==> src/rtl/bofs_iterator.sv <==
// Block-offset iterator: walks block-aligned origins of an index space, innermost dim VDIM-1.
// First beat one cycle after command accept; one beat per cycle, held stable while i_ack is low.
package TauCfg;
    localparam int WORK_BW = 16;
    localparam int VDIM    = 2;
endpackage

module bofs_iterator #(
    parameter int WBW  = TauCfg::WORK_BW,
    parameter int VDIM = TauCfg::VDIM,
    parameter int SBW  = $clog2(WBW)
) (
    input  logic                      i_clk,
    input  logic                      i_rst,
    input  logic                      i_cmd_rdy,
    output logic                      o_cmd_ack,
    input  logic [VDIM-1:0][WBW-1:0]  i_bend,
    input  logic [VDIM-1:0][SBW-1:0]  i_bshape,
    output logic                      o_rdy,
    input  logic                      i_ack,
    output logic [VDIM-1:0][WBW-1:0]  o_bofs,
    output logic [VDIM-1:0][WBW-1:0]  o_bboundary,
    output logic                      o_last
);

    typedef enum logic {S_IDLE, S_RUN} state_t;

    state_t                    state_q, state_d;
    logic [VDIM-1:0][WBW-1:0]  bofs_q, bofs_d;
    logic [VDIM-1:0][WBW-1:0]  bend_q, bend_d;
    logic [VDIM-1:0][SBW-1:0]  shape_q, shape_d;
    logic                      last_q, last_d;

    logic [VDIM-1:0][WBW:0]    nxt;
    logic [VDIM-1:0]           wrap;
    logic [VDIM-1:0]           step;
    logic                      empty_cmd;

    // Sum is kept one bit wider so a carry out of WBW bits counts as a wrap.
    function automatic logic [WBW:0] bump(input logic [WBW-1:0] ofs, input logic [SBW-1:0] shp);
        return {1'b0, ofs} + ((WBW+1)'(1) << shp);
    endfunction

    function automatic logic all_wrap(input logic [VDIM-1:0][WBW-1:0] ofs,
                                      input logic [VDIM-1:0][SBW-1:0] shp,
                                      input logic [VDIM-1:0][WBW-1:0] bnd);
        logic r;
        r = 1'b1;
        for (int j = 0; j < VDIM; j++) begin
            r = r & (bump(ofs[j], shp[j]) >= {1'b0, bnd[j]});
        end
        return r;
    endfunction

    always_comb begin
        empty_cmd = 1'b0;
        for (int j = 0; j < VDIM; j++) begin
            nxt[j]    = bump(bofs_q[j], shape_q[j]);
            wrap[j]   = nxt[j] >= {1'b0, bend_q[j]};
            empty_cmd = empty_cmd | (i_bend[j] == '0);
        end
        step[VDIM-1] = 1'b1;
        for (int j = VDIM - 2; j >= 0; j--) begin
            step[j] = step[j+1] & wrap[j+1];
        end
    end

    always_comb begin
        state_d   = state_q;
        bofs_d    = bofs_q;
        bend_d    = bend_q;
        shape_d   = shape_q;
        last_d    = last_q;
        o_cmd_ack = 1'b0;
        case (state_q)
            S_IDLE: begin
                o_cmd_ack = i_cmd_rdy;
                if (i_cmd_rdy) begin
                    bend_d  = i_bend;
                    shape_d = i_bshape;
                    if (!empty_cmd) begin
                        bofs_d  = '0;
                        last_d  = all_wrap('0, i_bshape, i_bend);
                        state_d = S_RUN;
                    end
                end
            end
            S_RUN: begin
                if (i_ack) begin
                    if (last_q) begin
                        state_d = S_IDLE;
                    end else begin
                        for (int j = 0; j < VDIM; j++) begin
                            if (step[j]) begin
                                bofs_d[j] = wrap[j] ? '0 : nxt[j][WBW-1:0];
                            end
                        end
                        last_d = all_wrap(bofs_d, shape_q, bend_q);
                    end
                end
            end
            default: state_d = S_IDLE;
        endcase
    end

    always_ff @(posedge i_clk or posedge i_rst) begin
        if (i_rst) begin
            state_q <= S_IDLE;
            bofs_q  <= '0;
            bend_q  <= '0;
            shape_q <= '0;
            last_q  <= 1'b0;
        end else begin
            state_q <= state_d;
            bofs_q  <= bofs_d;
            bend_q  <= bend_d;
            shape_q <= shape_d;
            last_q  <= last_d;
        end
    end

    assign o_rdy       = (state_q == S_RUN);
    assign o_bofs      = bofs_q;
    assign o_bboundary = bend_q;
    assign o_last      = last_q;

endmodule

==> config.mk <==
export PLATFORM = sky130hd
export DESIGN_NAME = bofs_iterator
export DESIGN_NICKNAME = d
export VERILOG_FILES = /design/src/rtl/bofs_iterator.sv
export SDC_FILE = /design/constraint.sdc
export NUM_CORES = 1
export LEC_CHECK = 0
export ABC_AREA = 0
export CORE_MARGIN = 5
export CORE_UTILIZATION = 58
export DETAILED_ROUTE_END_ITERATION = 10
export PLACE_DENSITY = 0.83
export SYNTH_ARGS = -nofsm -noshare
export SYNTH_HDL_FRONTEND = slang
export SYNTH_SLANG_ARGS = --single-unit
==> constraint.sdc <==
create_clock -name i_clk -period 12.1 [get_ports i_clk]
set_input_delay 2.42 -clock i_clk [delete_from_list [all_inputs] [get_ports i_clk]]
set_output_delay 2.42 -clock i_clk [all_outputs]
set_load 0.01 [all_outputs]
[Word-level counts from Yosys, hierarchy flattened]
Index checks and enable logic that the tools add are counted.
Cells by class
  shift-type cells: 4
  order comparisons: 6
  equality and inequality tests: 4
  multiplexer cells: 25
  bitwise gates (word level): 4
  add/subtract/negate cells: 4
  reduce and logical (&&, ||, !) cells: 5
Operators by type and width (number)
  $mux W16: 9
  $mux W32: 4
  $ge A17 B16 Y1: 6
  $add A16 B17 Y17: 4
  $shl A1 B4 Y17 const A: 4
  $pmux W32 S2: 1
  $logic_not A16 Y1: 2
  $mux W1: 9
  $ne A2 B2 Y1 const B: 4
  $pmux W1 S2: 2
  $reduce_and A4 Y1: 1
  $reduce_and A3 Y1: 1
  $and A1 B1 Y1: 2
  $reduce_and A2 Y1: 1
  $not A1 Y1: 1
  $or A1 B1 Y1: 1
Word-level totals
  input bits: 44
  word-level logic and storage cells: 60
  register bits after elaboration: 74

[Depth between registers and ports, before layout]
Gate-level depths: netlist of run 1.
  depth after elaboration: 14
  mapped depth: 49
  depth with buffers taken out: 44

[Worst setup path before layout of run 1]
OpenSTA, ideal clock, no wires.
  kind: flip-flop to flip-flop
  start point: register shape_q[5] in the netlist's numbering
  end point: register last_q (netlist: o_last)
  setup time: 0.132 ns
  setup slack: 2.258 ns
  stages on the path, launching flop included: 49
  data arrival time: 9.711 ns
  period minus slack after synthesis: 9.842 ns
  path buffers: 6
  cell sequence: dfrtp_1 > buf_2 > nand2b_1 > nor3_1 > ha_1 > a21o_1 > maj3_1 > a21o_1 > a21o_1 > a21o_1 > a21o_1 > a21oi_1 > o21bai_1 > a311o_1 > a21oi_1 > xnor2_1 > ha_1 > a211o_1 > [13 not listed] > a21boi_0 > o21ai_0 > a21boi_0 > o31ai_1 > a21oi_1 > o21a_1 > nor2_1 > xnor2_1 > ha_1 > nand4_1 > nor4_1 > a2111oi_0 > and3_1 > a21oi_1 > o21ai_0 > or4b_2 > a21oi_1 > a211oi_1
Between the ends
  word-level cells in the longest chain between the ends: 13
RTL lines
  from (decl): RTL line 31  | logic [VDIM-1:0][SBW-1:0] shape_q, shape_d;
  from (signal assigned): RTL line 117  | shape_q <= shape_d;
  $shl A1 B4 Y17 (*): RTL line 41  | return {1'b0, ofs} + ((WBW+1)'(1) << shp);
  $add A16 B17 Y17: RTL line 41
  $ge A17 B16 Y1: RTL line 59  | wrap[j] = nxt[j] >= {1'b0, bend_q[j]};
  $mux W16, on equally long branches: RTL line 94, 95
  $mux W16: RTL line 90  | if (last_q) begin
  $mux W16: RTL line 89  | if (i_ack) begin
  $mux W16: RTL line 75  | case (state_q)
  $add A16 B17 Y17: RTL line 41
  $ge A17 B16 Y1: RTL line 50  | r = r & (bump(ofs[j], shp[j]) >= {1'b0, bnd[j]});
  $and A1 B1 Y1 (*): RTL line 50
  $mux W1 (*): RTL line 90
  $mux W1 (*): RTL line 89
  $pmux W1 S2 (*): RTL line 75
  to (signal assigned): RTL line 118  | last_q <= last_d;
  to (decl): RTL line 32  | logic last_q, last_d;
Mark *: on every way between the ends. The rest lies on a longest branch, timed or not. The select of a mux whose other input is x is not followed.
A chain may end at the register's enable or synchronous reset.

[Worst setup path after layout of run 1]
Ends and elaborated chain as after synthesis.

==> impl_metrics.toml, run 1 <==
[timing]
max_freq_ghz = 0.0929
tightest_slew_ps = 996
fin_setup_tns_ps = 0
rsz0062_at_grt = "no"
hold_viol = 0
maxSlewHeadroom_pct = 33.0
finalCritPeriodShare_pct = 89.0
report.final.slew_viol_count = 0
setup_viol = 0
period_needed_ps = 10760
clock_skew_ps = 7.67

[routing]
route.detailed.drc = 0
antenna_left = 0
wl_mm = 26.9
drt_iter0_drc = 942
wl_per_cell_um = 19.4
vias = 8812
drt-vias-per-instance = 6.36
dr.pass1.iters = 5

[clock_tree]
clockRootBuffer = "clkbuf_16"
cts_max_level = 3
cts_buffers = 9
cts_tree = "yes"
clk_latency_ps = 360
cts_sinks = 74
post-cts-setup-buffers = 0
cts_resized = 0
cts.path.max_buffers = 2
cts.hold.buffers_added = 0
path_clk_slew_ps = 60

[grt]
grtUsageTotal_pct = 30.2
antenna_found_initial = 0
grt_overflow = 0
grt_max_degree = 75
grt_pass1_wl_mm = 43.8
first_global_vias = 8708

[synthesis]
synth_async_sr_flop_share_pct = 100
synth_nets = 1300
synth_warnings = 0
syn_avg_cell_area_um2 = 8.13
synth_compound_area_share_pct = 25.3
synthCells = 1101
synth_mux_area_share_pct = 1.37
ys.flop_type = "dfrtp_1"
synth_top_family_by_area = "compound AO/OA/AOI/OAI gates"
ys_types = 72
synth_xor_area_share_pct = 4.60
synth_edf_count = 0
synth-simple-area-share_pct = 20.2
ys_seq_area_share_pct = 20.7
synth_fa_ha_area_share_pct = 22.1
yosys_register_bits = 74
syn_area_um2 = 8950

[worst_setup_path]
startpoint_type = "flip-flop"
critPathTopFamily = "compound AO/OA/AOI/OAI gates"
cp_slowest_cell = "or4b_2"
end_kind = "flip-flop"
critPathRequiredTime_ps = 12320
r2r_setup_slack_ps = 1340
critPathBufInv = 1
cpPeakStageDelay_ps = 600
reg2reg_depth = 43
r2r-start = "shape_q[5]$_DFFE_PP0P_"
crit_type = "flip-flop to flip-flop"
arrival_ps = 10980
regToRegEndpoint = "o_last$_DFFE_PP0P_"
path_max_fanout = 13

[die]
die_y_um = 134
core-area_um2 = 15100
placementRows = 45
initial_core_util_pct = 59.1
die_area_um2 = 18000
die_x_um = 134
io_pins = 111

[placement]
dp_hpwl_mm = 21.3
gp_congestion = 0.967
io_buffers = 110
placed_cell_area_um2 = 10200

[final_layout]
layout.nets = 1392
insertedDiodeCount = 0
mostFrequentLayoutCells = "ha_1 (151), clkdlybuf4s50_1 (110), inv_1 (92), nor2_1 (91), nand2_1 (88)"
nFillCells = 1235
regArea_um2 = 1850
design_area_um2 = 10500
post-route-util_pct = 69.4
drive_gt1_share_pct = 4.09
multiInputGateArea_um2 = 6600
mostFrequentLayoutCell = "ha_1"
area_growth_pct = 17.4

[hold_path]
holdPathEnd = "o_bofs[20]$_DFFE_PP0P_"
worst_hold_path.num_cells = 1
hp-class = "flip-flop to flip-flop"
hold_start = "o_bofs[20]$_DFFE_PP0P_"

[pwr]
share_comb_of_total_power_pct = 73.0
peakVddDrop_mv = 0.181
p_leak_uw = 0.00508
p_seq_share_pct = 16.7
pwr_density_cell_nw_per_um2 = 273
sw_frac_of_total_pct = 50.5
power_frac_clock_pct = 10.3
intPower_uw = 1420
p_switching_uw = 1450

[run_status]
status = "finished clean"

[job]
max_cap_violations = 0
==> how the worst max path moves through the flow <==
stage                                start                 end  cells after the start
floorplan           shape_q[5]$_DFFE_PP0P_  o_last$_DFFE_PP0P_                     48
global placement    shape_q[5]$_DFFE_PP0P_  o_last$_DFFE_PP0P_                     43
detailed placement  shape_q[5]$_DFFE_PP0P_  o_last$_DFFE_PP0P_                     43
CTS                 shape_q[5]$_DFFE_PP0P_  o_last$_DFFE_PP0P_                     43
global route        shape_q[5]$_DFFE_PP0P_  o_last$_DFFE_PP0P_                     43
finish              shape_q[5]$_DFFE_PP0P_  o_last$_DFFE_PP0P_                     43
==> power groups by stage <==
stage / clock network, uW / registers [uW] / logic, uW
4_1_cts: 299 / 474 / 2060
5_1_grt: 309 / 495 / 2310
2_1_floorplan: 0 / 463 / 1410
6_report: 295 / 478 / 2090
3_3_place_gp: 0 / 473 / 1980
3_5_place_dp: 0 / 477 / 2030
==> kinds of logic after synthesis <==
kind of cell,count (synthesis)
multiplexers,11
AO/OA/AOI/OAI,324
XOR/XNOR,47
buffers and inverters,130
AND/OR/NAND/NOR,359
adder cells (fa/ha/maj),156
flip-flops,74
==> metrics by stage <==
step | setup WS, ps | power (uW) | hold WS [ps] | std cells
2_1_floorplan | 2260 | 1870 | 569 | 1101
3_3_place_gp | 2110 | 2450 | 522 | 1370
4_1_cts | 1590 | 2830 | 546 | 1386
5_1_grt | 362 | 3110 | 568 | 1386
3_5_place_dp | 1680 | 2510 | 533 | 1370
6_report | 1340 | 2870 | 540 | 1386
==> cells in the mapped netlist, drive strengths merged, types with 7 or more instances <==
| cell type | number | area share [%] |
|---|---|---|
| a211oi | 15 | 1.3 |
| a21boi | 7 | 0.59 |
| a21o | 32 | 2.7 |
| a21oi | 58 | 3.3 |
| a22o | 43 | 4.2 |
| and2 | 18 | 1.3 |
| and3 | 10 | 0.70 |
| buf | 8 | 0.62 |
| clkbuf | 28 | 1.2 |
| dfrtp | 74 | 21 |
| ha | 151 | 21 |
| inv | 93 | 3.9 |
| mux2 | 10 | 1.3 |
| nand2 | 88 | 3.7 |
| nand2b | 31 | 2.2 |
| nand3 | 21 | 1.2 |
| nand4 | 21 | 1.6 |
| nor2 | 91 | 3.8 |
| nor2b | 12 | 0.84 |
| nor3 | 28 | 1.6 |
| nor4 | 13 | 0.91 |
| o21a | 25 | 2.1 |
| o21ai | 77 | 4.3 |
| o31ai | 8 | 0.67 |
| xnor2 | 31 | 3.0 |
| xor2 | 16 | 1.6 |
==> layer usage <==
| layer | global-route usage [%] | routed length (um) | up-vias |
|---|---|---|---|
| met3 | 5.51 | 1620 | 114 |
| met2 | 51.0 | 12700 | 385 |
| met1 | 36.4 | 10900 | 4096 |
| met5 | 0 | 0 | - |
| met4 | 16.5 | 1650 | 0 |
| li1 | - | - | 4217 |
==> registers in the layout (all words and copies together) (netlist names) <==
signal,flops
o_rdy,1
o_bofs,32
o_bboundary,32
shape_q,8
o_last,1
==> cell type report <==
class	instances	area share, %
clock buffer	11	2.21
inverter	94	3.37
clock inverter	5	0.750
timing repair buffer	117	11.0
tap	188	2.24
multi-input combinational	897	62.8
sequential	74	17.6
Note: power is estimated with default switching activity, not from simulation.
==> run 2: changes to the inputs <==
--- a/config.mk
+++ b/config.mk
@@ -10,6 +10,7 @@
 export CORE_UTILIZATION = 58
 export DETAILED_ROUTE_END_ITERATION = 10
 export PLACE_DENSITY = 0.83
+export REMOVE_ABC_BUFFERS = 1
 export SYNTH_ARGS = -nofsm -noshare
 export SYNTH_HDL_FRONTEND = slang
 export SYNTH_SLANG_ARGS = --single-unit
==> run 2 against run 1 <==
Net effect: sequential cell count unchanged; die area unchanged; register-to-register slack improved by 280 ps; via count decreased by 1.3%; critical path depth decreased by 1; clock skew increased by 2.0 ps; sequential power decreased by 1%; largest power group unchanged.
==> impl_metrics.toml, run 2 (same netlist as run 1, synthesis figures left out) <==
[clock_tree]
cts.hold.buffers_added = 0
clk_latency_ps = 350
clockRootBuffer = "clkbuf_16"
cts_tree = "yes"
cts_buffers = 9
cts_sinks = 74
cts_resized = 0
path_clk_slew_ps = 70
cts.path.max_buffers = 2
cts_max_level = 3
post-cts-setup-buffers = 0

[timing]
rsz0062_at_grt = "no"
finalCritPeriodShare_pct = 86.6
report.final.slew_viol_count = 0
max_freq_ghz = 0.0954
hold_viol = 0
fin_setup_tns_ps = 0
setup_viol = 0
period_needed_ps = 10480
maxSlewHeadroom_pct = 33.2
tightest_slew_ps = 1000
clock_skew_ps = 9.71

[worst_setup_path]
critPathTopFamily = "compound AO/OA/AOI/OAI gates"
path_max_fanout = 12
end_kind = "flip-flop"
critPathBufInv = 0
critPathRequiredTime_ps = 12320
startpoint_type = "flip-flop"
cp_slowest_cell = "or4b_2"
crit_type = "flip-flop to flip-flop"
arrival_ps = 10700
cpPeakStageDelay_ps = 600

[routing]
drt_iter0_drc = 763
wl_per_cell_um = 19.0
antenna_left = 0
vias = 8697
wl_mm = 26.3
dr.pass1.iters = 6
route.detailed.drc = 0
drt-vias-per-instance = 6.27

[pwr]
intPower_uw = 1420
p_switching_uw = 1440
sw_frac_of_total_pct = 50.3
p_leak_uw = 0.00509
share_comb_of_total_power_pct = 72.8
pwr_density_cell_nw_per_um2 = 271
p_seq_share_pct = 16.6
peakVddDrop_mv = 0.183
power_frac_clock_pct = 10.6

[die]
placementRows = 45
die_y_um = 134
initial_core_util_pct = 59.1
io_pins = 111
die_area_um2 = 18000
die_x_um = 134
core-area_um2 = 15100

[final_layout]
mostFrequentLayoutCells = "ha_1 (151), clkdlybuf4s50_1 (110), inv_1 (92), nor2_1 (91), nand2_1 (88)"
design_area_um2 = 10500
layout.nets = 1393
fin_cells = 1386
insertedDiodeCount = 0
area_growth_pct = 17.6
drive_gt1_share_pct = 4.26
mostFrequentLayoutCell = "ha_1"

[placement]
io_buffers = 110
gp_congestion = 0.996
placed_cell_area_um2 = 10200
dp_cells = 1371
dp_hpwl_mm = 20.9

[grt]
grt_max_degree = 75
antenna_found_initial = 0
grt_overflow = 0
grt_pass1_wl_mm = 43.2
first_global_vias = 8535
grtUsageTotal_pct = 29.7

[job]
max_cap_violations = 0

[hold_path]
hp-class = "flip-flop to flip-flop"

[run_status]
status = "finished clean"
run 2: changes by cell type in the layout (fill, tap and decap cells not counted):
cell and delta:
clkinv_2 -2, clkinv_4 +1, inv_6 +1, buf_4 +1
inv_2 +1, clkbuf_1 -2
run 2: layout make-up:
type / instances / area, um^2
Multi-Input combinational cell: 897 / 6600
Clock buffer: 9 / 225
Tap cell: 188 / 235
Inverter: 94 / 353
Timing Repair Buffer: 118 / 1160
Fill cell: 1228 / 4630
Clock inverter: 6 / 91.3
Sequential cell: 74 / 1850
run 2: path summary, 6_finish.rpt:
path / slack (ps) / to / startpoint / depth (start not counted)
max: 1620 / o_last$_DFFE_PP0P_ / shape_q[5]$_DFFE_PP0P_ / 42
min: 540 / o_bofs[29]$_DFFE_PP0P_ / o_bofs[29]$_DFFE_PP0P_ / 1
max reg2reg: 1620 / o_last$_DFFE_PP0P_ / shape_q[5]$_DFFE_PP0P_ / 42
min reg2reg: 540 / o_bofs[29]$_DFFE_PP0P_ / o_bofs[29]$_DFFE_PP0P_ / 1
max in group asynchronous: 8750 / o_bofs[31]$_DFFE_PP0P_ / i_rst / 3
min in group asynchronous: 2700 / o_bboundary[28]$_DFFE_PP0P_ / i_rst / 3
run 2: metrics by stage:
step	util (%)	power (uW)	hold slack, ps	worst slack (ps)
finish	69.5	2850	538	1620
global placement	67.4	2480	523	1920
floorplan	-	1820	569	2550
global route	69.5	3100	553	670
detailed placement	67.4	2510	527	1730
CTS	69.5	2830	546	1690
run 2: per-layer routing:
metal	track usage [%]	share of wire, %
met5	0	0
met4	16.2	5.6
met3	4.69	5.6
met2	49.9	47
met1	36.4	42
run 2: power groups by stage:
stage          clock, uW  sequential [uW]  combinational [uW]
2_1_floorplan          0              486                1330
3_3_place_gp           0              471                2010
3_5_place_dp           0              474                2040
4_1_cts              304              471                2060
5_1_grt              314              492                2290
6_report             302              473                2080
